`src/rtl/timer_pkg.sv`:
```
// Shared constants for the programmable timer:
// state encoding and oneshot/periodic mode values.
package timer_pkg;

    localparam logic ST_IDLE = 1'b0;
    localparam logic ST_RUN  = 1'b1;

    localparam logic MODE_PERIODIC = 1'b0;
    localparam logic MODE_ONESHOT  = 1'b1;

endpackage

```
`src/rtl/timer_prog.sv`:
```
// Programmable period timer with shadowed terminal count,
// periodic/oneshot modes, done pulse and sticky expired flag.
module timer_prog
    import timer_pkg::*;
#(
    parameter int BITS = 8
) (
    input  logic            clk,
    input  logic            reset,
    input  logic            enable,
    input  logic            start,
    input  logic            stop,
    input  logic            oneshot,
    input  logic [BITS-1:0] final_value,
    output logic [BITS-1:0] Q,
    output logic            done,
    output logic            running,
    output logic            expired
);

    logic            r_state;
    logic [BITS-1:0] r_q;
    logic [BITS-1:0] r_shadow;
    logic            r_done;
    logic            r_expired;

    logic            w_state_nx;
    logic [BITS-1:0] w_q_nx;
    logic [BITS-1:0] w_shadow_nx;
    logic            w_done_nx;
    logic            w_expired_nx;

    logic            w_run;
    logic            w_advance;
    logic            w_terminal;
    logic [BITS-1:0] w_q_inc;

    assign w_run      = (r_state == ST_RUN);
    assign w_advance  = w_run && enable && !start && !stop;
    assign w_terminal = w_advance && (r_q == r_shadow);
    assign w_q_inc    = r_q + {{(BITS-1){1'b0}}, 1'b1};

    // Next-state selection; stop beats start, start beats counting.
    always_comb begin
        w_state_nx   = r_state;
        w_q_nx       = r_q;
        w_shadow_nx  = r_shadow;
        w_done_nx    = 1'b0;
        w_expired_nx = r_expired;
        if (stop) begin
            w_state_nx = ST_IDLE;
            w_q_nx     = '0;
        end else if (start) begin
            w_state_nx   = ST_RUN;
            w_q_nx       = '0;
            w_shadow_nx  = final_value;
            w_expired_nx = 1'b0;
        end else if (w_terminal) begin
            w_q_nx      = '0;
            w_done_nx   = 1'b1;
            w_shadow_nx = final_value;
            if (oneshot == MODE_ONESHOT) begin
                w_state_nx   = ST_IDLE;
                w_expired_nx = 1'b1;
            end
        end else if (w_advance) begin
            w_q_nx = w_q_inc;
        end else if (!w_run) begin
            w_q_nx = '0;
        end
    end

    // State, counter, shadow and flag registers with sync reset.
    always_ff @(posedge clk) begin
        if (reset) begin
            r_state   <= ST_IDLE;
            r_q       <= '0;
            r_shadow  <= '0;
            r_done    <= 1'b0;
            r_expired <= 1'b0;
        end else begin
            r_state   <= w_state_nx;
            r_q       <= w_q_nx;
            r_shadow  <= w_shadow_nx;
            r_done    <= w_done_nx;
            r_expired <= w_expired_nx;
        end
    end

    assign Q       = r_q;
    assign done    = r_done;
    assign running = r_state;
    assign expired = r_expired;

endmodule

```
`config.mk`:
```
export PLATFORM = sky130hd
export DESIGN_NAME = timer_prog
export DESIGN_NICKNAME = d
export VERILOG_FILES = /design/src/rtl/timer_pkg.sv /design/src/rtl/timer_prog.sv
export SDC_FILE = /design/constraint.sdc
export NUM_CORES = 1
export LEC_CHECK = 0
export ABC_CLOCK_PERIOD_IN_PS = 4050
export BUFFER_PORTS_ARGS = -buffer_cell sky130_fd_sc_hd__buf_2
export CAP_MARGIN = 20
export CELL_PAD_IN_SITES_DETAIL_PLACEMENT = 1
export CELL_PAD_IN_SITES_GLOBAL_PLACEMENT = 1
export CORE_MARGIN = 2
export CORE_UTILIZATION = 40
export DETAILED_ROUTE_END_ITERATION = 6
export PLACE_DENSITY_LB_ADDON = 0.1
export SLEW_MARGIN = 40
export SYNTH_ARGS = -nofsm -noshare
export SYNTH_HDL_FRONTEND = slang
export SYNTH_SLANG_ARGS = --single-unit
```
`constraint.sdc`:
```
create_clock -name clk -period 4.05 [get_ports clk]
set_input_delay 0.6075 -clock clk [delete_from_list [all_inputs] [get_ports clk]]
set_output_delay 0.6075 -clock clk [all_outputs]
set_load 0.01 [all_outputs]
```
==> results of run 1 <==
## worst min-delay path: stages, from the launching register on
cell and delay (ns):
dfxtp_1 0.34, a41oi_1 0.05, nor3_2 0.08
## area by class of cell
| cell class | instances | share of cell area, % |
|---|---|---|
| clock buffers | 4 | 2.04 |
| inverters | 1 | 0.292 |
| flip-flops and latches | 19 | 29.6 |
| multi-input cells | 99 | 55.7 |
| well taps | 31 | 3.02 |
| repair buffers | 24 | 9.34 |
## where the power goes
group | total, mW | switching (mW) | internal (mW)
Clock | 0.0962 | 0.0580 | 0.0382
Sequential | 0.206 | 0.00800 | 0.198
Combinational | 0.0893 | 0.0556 | 0.0337
## synth_stat cells
library cell	n	area [µm²]
buf_1	1	3.75
and2_1	2	12.5
nor3b_1	8	60.1
nor3b_4	1	18.8
o21ai_0	8	40.0
clkbuf_1	1	3.75
nor2b_1	10	62.6
nand4_1	10	62.6
and4_1	3	26.3
dfxtp_1	19	380
nand2_4	1	11.3
a41oi_1	1	8.76
xor2_1	6	52.6
o31a_1	1	8.76
nand3_1	11	55.1
nor3_1	2	10.0
nand2_1	1	3.75
buf_6	1	11.3
and3_1	1	6.26
ha_1	1	12.5
nand4_4	1	21.3
nand3_2	1	10.0
nor3_2	1	10.0
nand4_2	1	12.5
buf_2	4	20.0
xnor2_1	9	78.8
a22oi_1	8	60.1
mux2i_1	1	10.0
inv_1	1	3.75
o311ai_4	1	26.3
nor2_1	9	33.8
## per-stage QoR
| step | power, mW | cells |
|---|---|---|
| after global placement | 0.297 | 174 |
| after detailed placement | 0.300 | 174 |
| after global routing | 0.421 | 178 |
| final | 0.391 | 178 |
| after floorplan | 0.276 | 126 |
| after CTS | 0.398 | 178 |
## metal layers
metal,global-route usage [%],wire (µm)
met1,24.6,1270
met2,32.8,1450
met3,2.04,57
met4,4.98,27
met5,0,0
## sequential cells by signal, summed over array words and instances (netlist names)
signal / count
expired: 1
Q: 8
done: 1
running: 1
r_shadow: 8
## kinds of logic (layout without fill, tap and decap cells)
group	count (synthesis)	in the layout	synth area share, %
multiplexers	1	1	0.880
adder cells (fa/ha/maj)	1	1	1.10
buffers and inverters	8	29	3.74
AO/OA/AOI/OAI	19	19	12.7
AND/OR/NAND/NOR	63	63	36.6
flip-flops	19	19	33.4
XOR/XNOR	15	15	11.6
## cells in the final DEF (no fill, tap or decap), drive strengths merged
cell type and count:
ha 1, and2 2, mux2i 1, o311ai 1
xor2 6, nand3 12, inv 1, a22oi 8
o21ai 8, nor3b 9, dfxtp 19, and4 3
nor2 9, and3 1, xnor2 9, o31a 1
clkbuf 4, a41oi 1, nand2 2, nor3 3
nand4 12, buf 24, nor2b 10
## final timing paths
path | startpoint | end
max | start | running
min | expired | expired
max reg2reg | Q[2] | running
min reg2reg | expired | expired
==> impl_metrics.json, run 1 <==
{
  "outcome": "completed",
  "synth_warnings": 0,
  "leakagePower_nw": 0.474,
  "fp.coreArea_um2": 2730,
  "clockBufferDepth": 2,
  "via_count": 1025,
  "crit_fanout": 10,
  "place_congestion": 0.757,
  "fill_cells": 336,
  "portBuffers": 24,
  "antennaDiodeCount": 0,
  "critical-path-max-stage-delay_ns": 0.49,
  "firstDrtPassIters": 3,
  "setup_ws_ns": 2.15,
  "slew_headroom_pct": 52.9,
  "path_delay_family": "simple AND/OR/NAND/NOR gates",
  "ys_ff_latch": 19,
  "max_freq_mhz": 526,
  "crit_path_cell_trace": "buf_2 > nor3b_4 > and2_1 > nand3_2 > o31a_1",
  "drive_gt1_share_pct": 23.8,
  "drc_errors": 0,
  "vias_per_cell": 5.76,
  "syn_to_final_growth_pct": 13.1,
  "row_count": 19,
  "synth_fp_nets": 141,
  "grt_max_degree": 20,
  "clockRootBuffer": "clkbuf_4",
  "crit_cells": 5,
  "period_needed_ns": 1.90,
  "finClkSkew_ns": 0.00169,
  "cts_resized": 0,
  "postSynthCellCount": 126,
  "fin_nets": 163,
  "wire_per_inst_um": 15.7,
  "multi_input_area_um2": 717,
  "crit_required_ns": 4.24,
  "power_density_nw_per_um2": 304,
  "finish.instance_area_um2": 1290,
  "post-route-util_pct": 47.0,
  "critical_path.endpoint_type": "register",
  "h-tree-depth": 1,
  "drtIter0Drc": 22,
  "clkTransAtPathRegs_ns": 0.11,
  "cts_tree": "yes",
  "peakVddDrop_mv": 0.152,
  "postCtsHoldBufs": 0,
  "worst-path-buf-inv": 1,
  "die_h_um": 57.3,
  "ys_types": 31,
  "tns_ns": 0,
  "worst_slew_pin_slew_ns": 0.703,
  "die_w_um": 57.3,
  "place_hpwl_um": 2080,
  "dp_slack_ns": 1.83,
  "io_pins": 25,
  "regArea_um2": 380,
  "setup_viol": 0,
  "place_area_um2": 1260,
  "finalHoldViolCount": 0,
  "start_kind": "input pin",
  "post-cts-setup-buffers": 0,
  "maxCapViolCount": 0,
  "min_period_over_period_pct": 46.9,
  "path_class": "in -> reg",
  "syn_area_um2": 1140,
  "initial_core_util_pct": 41.6,
  "ys_seq_area_share_pct": 33.4,
  "cp_data_arrival_time_ns": 2.09,
  "antenna_found_initial": 0,
  "grt_pass1_vias": 1011,
  "whs_ns": 0.503,
  "cts_num_sinks": 19,
  "rsz0062_at_grt": "no",
  "die_area_um2": 3290,
  "clock_latency_ns": 0.29,
  "critical-path-slowest-cell": "nor3b_4",
  "min_path_cells": 2,
  "grt-ovfl-total": 0,
  "grt_usage_pct": 18.8,
  "ant_nets": 0,
  "hp-class": "reg -> reg",
  "syn_avg_cell_area_um2": 9.03,
  "routed_wl_um": 2800,
  "cts_buffers": 3,
  "reg2reg_depth": 4,
  "r2r_setup_slack_ns": 2.29,
  "finalMaxSlewViolations": 0,
  "grt_first_pass_wirelength_um": 4790
}
No activity file was read; power rests on OpenSTA's default activity.
==> run 2: changes to the inputs <==
ABC_AREA = 1   (was default)
ABC_CLOCK_PERIOD_IN_PS = 1800   (was 4050)
CORE_UTILIZATION = 35   (was 40)
clock period = 1.8 ns   (was 4.05 ns; I/O delays follow)
==> impl_metrics.json, run 2 <==
{
  "outcome": "completed",
  "worst_slew_pin_slew_ns": 0.364,
  "clockRootBuffer": "clkbuf_4",
  "postSynthCellCount": 169,
  "drive_gt1_share_pct": 19.1,
  "crit_path_cell_trace": "inv_1 > nand2_1 > nand2_1 > nor2_1 > nand3_1 > o21bai_4 > nand2_1 > nand2_1 > nor2_1",
  "synth_common_cells": "nand2_1 (52), nor2_1 (32), inv_1 (28), dfxtp_1 (19), nand3_1 (9)",
  "place_area_um2": 1220,
  "maxCapViolCount": 0,
  "post-route-util_pct": 44.8,
  "instances_no_fill": 230,
  "grt_usage_pct": 17.6,
  "synthTopCellsByArea": "dfxtp_1 (36%), nand2_1 (19%), nor2_1 (11%)",
  "crit_fanout": 16,
  "cts_buffers": 3,
  "vias_per_cell": 4.76,
  "syn_area_um2": 1050,
  "initial_core_util_pct": 37.5,
  "pwr-share-clk_pct": 29.9,
  "finish.instance_area_um2": 1260,
  "via_count": 1094,
  "ant_nets": 0,
  "place_congestion": 0.864,
  "start_kind": "register",
  "synth_top_cell_by_area": "dfxtp_1",
  "io_pins": 25,
  "power_frac_comb_pct": 13.6,
  "clkTransAtPathRegs_ns": 0.13,
  "row_count": 19,
  "worst-path-buf-inv": 1,
  "critical-path-slowest-cell": "dfxtp_1",
  "power_density_nw_per_um2": 627,
  "setup_viol": 0,
  "met1_usage_pct": 21.5,
  "fin_nets": 215,
  "rsz0062_at_grt": "no",
  "synth_edf_count": 0,
  "ys_seq_area_share_pct": 36.1,
  "grt_pass1_vias": 1052,
  "min_period_over_period_pct": 88.3,
  "period_needed_ns": 1.59,
  "crit_top_cell": "nand2_1",
  "place_hpwl_um": 2190,
  "die_h_um": 58.8,
  "drc_errors": 0,
  "die_w_um": 58.8,
  "syn_avg_cell_area_um2": 6.23,
  "clock_latency_ns": 0.31,
  "h-tree-depth": 1,
  "synth-main-ff-cell": "dfxtp_1",
  "p_seq_share_pct": 56.5,
  "cts_tree": "yes",
  "cts_num_sinks": 19,
  "met3_usage_pct": 2.64,
  "finalMaxSlewViolations": 0,
  "path_delay_family": "simple AND/OR/NAND/NOR gates",
  "synth_warnings": 0,
  "grt-ovfl-total": 0,
  "peakVddDrop_mv": 0.276,
  "total_power_mw": 0.788,
  "max_freq_mhz": 629,
  "ys_ff_latch": 19,
  "grt-busiest-layer": "met2",
  "p_sw_share_pct": 28.8,
  "routed_wl_um": 2720,
  "fp.coreArea_um2": 2810,
  "grt_use_met2_pct": 30.3,
  "finClkSkew_ns": 0.00886,
  "ys_types": 22,
  "syn_to_final_growth_pct": 19.5,
  "clockBufferDepth": 2,
  "portBuffers": 24,
  "critical_path.endpoint_type": "register",
  "finalHoldViolCount": 0,
  "setup_ws_ns": 0.211,
  "die_area_um2": 3460,
  "yosysTopAreaCellShare_pct": 36.1,
  "synth_fp_nets": 184,
  "path_class": "reg -> reg",
  "slew_headroom_pct": 75.7,
  "grt_first_pass_wirelength_um": 4570,
  "dp_cells": 226,
  "whs_ns": 0.120,
  "cp_data_arrival_time_ns": 1.81,
  "async_flop_share_pct": 0,
  "firstDrtPassIters": 4,
  "antennaDiodeCount": 0,
  "crit_required_ns": 2.02,
  "synth.most_common_cell": "nand2_1",
  "dp_slack_ns": 0.145,
  "wire_per_inst_um": 11.8,
  "drtIter0Drc": 27,
  "final_common_cell": "nand2_1",
  "final_cell_mix": "nand2_1 (52), nor2_1 (32), inv_1 (28)",
  "tns_ns": 0,
  "hp-class": "in -> reg",
  "critical-path-max-stage-delay_ns": 0.41,
  "grt_max_degree": 17,
  "p_sw_mw": 0.227,
  "p_int_mw": 0.561,
  "leakagePower_nw": 0.615,
  "antenna_found_initial": 0
}
[run 2: path summary, 6_finish.rpt]
check	startpoint	to	slack (ns)	cells past startpoint
setup reg to reg	Q[3]	r_shadow[0]	0.21	9
hold / removal	start	done	0.12	2
hold reg to reg	expired	expired	0.46	2
setup / recovery	Q[3]	r_shadow[0]	0.21	9
[run 2: kinds of logic (layout without fill, tap and decap cells)]
group | after synthesis | in the layout | synth area share (%)
flops | 19 | 19 | 36.1
fa+ha+maj | 1 | 1 | 1.19
buf+inv | 31 | 61 | 11.9
simple gates | 101 | 101 | 39.8
compound gates | 14 | 14 | 8.44
xor+xnor | 3 | 3 | 2.50
[run 2: worst reg2reg max path, delay by kind of cell (launching register included)]
| family | cells | cell delay, ns |
|---|---|---|
| AOI/OAI and AO/OA | 1 | 0.34 |
| buffers and inverters | 1 | 0.13 |
| DFF | 1 | 0.41 |
| and+or+nand+nor | 7 | 0.62 |
[run 2: final cells by class]
class,instances,area [µm²]
Multi-Input combinational cell,119,552
Timing Repair Buffer,28,150
Fill cell,411,1550
Clock buffer,3,22.5
Clock inverter,1,5.00
Sequential cell,19,380
Inverter,29,109
Tap cell,31,38.8
[run 2: timing repair]
item | in CTS | in global routing
hold buffers | 0 | 0
gates resized for setup | 0 | 1
endpoints found under the setup margin | 0 | 1
buffers inserted | 0 | 0
[run 2: metal layers]
layer  vias up  wire (µm)  part of all wire [%]
met5         -          0                     0
met4         0         48                   1.8
met3         5         66                   2.4
met2        16       1370                    50
met1       501       1240                    46
li1        572          -                     -
[run 2: power groups by stage]
stage          registers (mW)  clock network (mW)  logic (mW)
2_1_floorplan           0.453                   0      0.0742
3_3_place_gp            0.454                   0       0.104
3_5_place_dp            0.455                   0       0.108
4_1_cts                 0.446               0.239       0.109
5_1_grt                 0.448               0.260       0.123
6_report                0.445               0.236       0.107
==> run 3: changes to the inputs <==
ABC_AREA = 0   (was 1)
CORE_UTILIZATION = 39   (was 35)
==> impl_metrics.json, run 3 (same netlist as run 1, synthesis figures left out) <==
{
  "io_pins": 25,
  "fin_nets": 170,
  "grt_first_pass_wirelength_um": 4750,
  "r2r-start": "Q[2]",
  "grt_pass1_vias": 1008,
  "crit_fanout": 7,
  "slew_headroom_pct": 70.9,
  "via_count": 1048,
  "die_h_um": 58,
  "antennaDiodeCount": 0,
  "cts_num_sinks": 19,
  "drive_gt1_share_pct": 27.3,
  "finish.instance_area_um2": 1340,
  "postCtsHoldBufs": 0,
  "critical-path-max-stage-delay_ns": 0.46,
  "timing.rr.end": "running",
  "critical_path.endpoint_type": "register",
  "worst_slew_pin_slew_ns": 0.435,
  "post-cts-setup-buffers": 0,
  "period_needed_ns": 1.65,
  "total_power_mw": 0.909,
  "drtIter0Drc": 31,
  "leakagePower_nw": 0.511,
  "crit_required_ns": 2.01,
  "max_freq_mhz": 606,
  "die_area_um2": 3360,
  "place_area_um2": 1310,
  "cp_data_arrival_time_ns": 1.86,
  "antenna_found_initial": 0,
  "crit_path_cell_trace": "xnor2_1 > and4_1 > nand3_2 > o31a_1",
  "die_w_um": 58,
  "grt_max_degree": 18,
  "place_congestion": 0.785,
  "ant_nets": 0,
  "min_period_over_period_pct": 91.7,
  "path_delay_family": "simple AND/OR/NAND/NOR gates",
  "tns_ns": 0,
  "critical-path-slowest-cell": "and4_1",
  "h-tree-depth": 1,
  "min_path_cells": 3,
  "vias_per_cell": 5.66,
  "firstDrtPassIters": 4,
  "r2r_setup_slack_ns": 0.15,
  "cts_tree": "yes",
  "place_hpwl_um": 2150,
  "cts_buffers": 3,
  "fp.coreArea_um2": 2760,
  "min_from": "oneshot",
  "power_density_nw_per_um2": 679,
  "row_count": 19,
  "grt-ovfl-total": 0,
  "start_kind": "register",
  "grt_usage_pct": 18.2,
  "rsz0062_at_grt": "no",
  "clockRootBuffer": "clkbuf_4",
  "drc_errors": 0,
  "clkTransAtPathRegs_ns": 0.12,
  "final_cell_mix": "buf_2 (24), dfxtp_1 (19), nand3_1 (11)",
  "post-route-util_pct": 48.5,
  "finClkSkew_ns": 0.00997,
  "routed_wl_um": 2870,
  "hp-class": "in -> reg",
  "finalHoldViolCount": 0,
  "peakVddDrop_mv": 0.337,
  "clock_latency_ns": 0.30,
  "final_common_cell": "buf_2",
  "cts_resized": 0,
  "syn_to_final_growth_pct": 17.6,
  "portBuffers": 24,
  "clockBufferDepth": 2,
  "setup_viol": 0,
  "maxCapViolCount": 0,
  "finalMaxSlewViolations": 0,
  "worst-path-buf-inv": 0,
  "wire_per_inst_um": 15.5,
  "reg2reg_depth": 4,
  "holdPathEnd": "running",
  "path_class": "reg -> reg",
  "initial_core_util_pct": 41.2,
  "outcome": "completed",
  "fill_cells": 342
}
## run 3: where the power goes
part           total (mW)  switching [mW]  internal [mW]
Clock               0.226           0.143         0.0827
Sequential          0.464          0.0189          0.445
Combinational       0.219           0.127         0.0915
## run 3: worst max path at each step
stage | start | to | slack [ns] | cells past startpoint
6_report | Q[2] | running | 0.15 | 4
5_1_grt | Q[2] | Q[3] | 0.04 | 4
4_1_cts | Q[2] | running | 0.15 | 4
3_5_place_dp | Q[2] | running | 0.17 | 4
3_3_place_gp | Q[2] | running | 0.19 | 4
2_1_floorplan | Q[2] | running | 0.32 | 5
## run 3: worst register-to-register path: stages (launching register included)
cell     delay (ns)
dfxtp_1        0.40
xnor2_1        0.32
and4_1         0.46
nand3_2        0.13
o31a_1         0.25
## run 3: per-stage QoR
| stage | instances | setup slack, ns | hold slack (ns) |
|---|---|---|---|
| 3_3_place_gp | 181 | 0.191 | 0.486 |
| 6_report | 185 | 0.150 | 0.267 |
| 2_1_floorplan | 126 | 0.316 | 0.406 |
| 3_5_place_dp | 181 | 0.174 | 0.504 |
| 4_1_cts | 185 | 0.145 | 0.259 |
| 5_1_grt | 185 | 0.0378 | 0.264 |
## run 3: area by class of cell
cell class                 count  area, µm²  share of cell area [%]
tap                           31       38.8                    2.90
timing repair buffer          31        173                    12.9
sequential                    19        380                    28.4
clock inverter                 1       5.00                   0.374
multi-input combinational     99        714                    53.4
clock buffer                   3       22.5                    1.68
inverter                       1       3.75                   0.281
## run 3: routing by layer
layer	up-vias	share of wire [%]	wire (µm)	GRT usage (%)
li1	521	-	-	-
met5	-	0	0	0
met3	2	3.0	87	2.90
met2	22	46	1330	30.0
met4	0	0.56	16	4.98
met1	503	50	1440	24.7
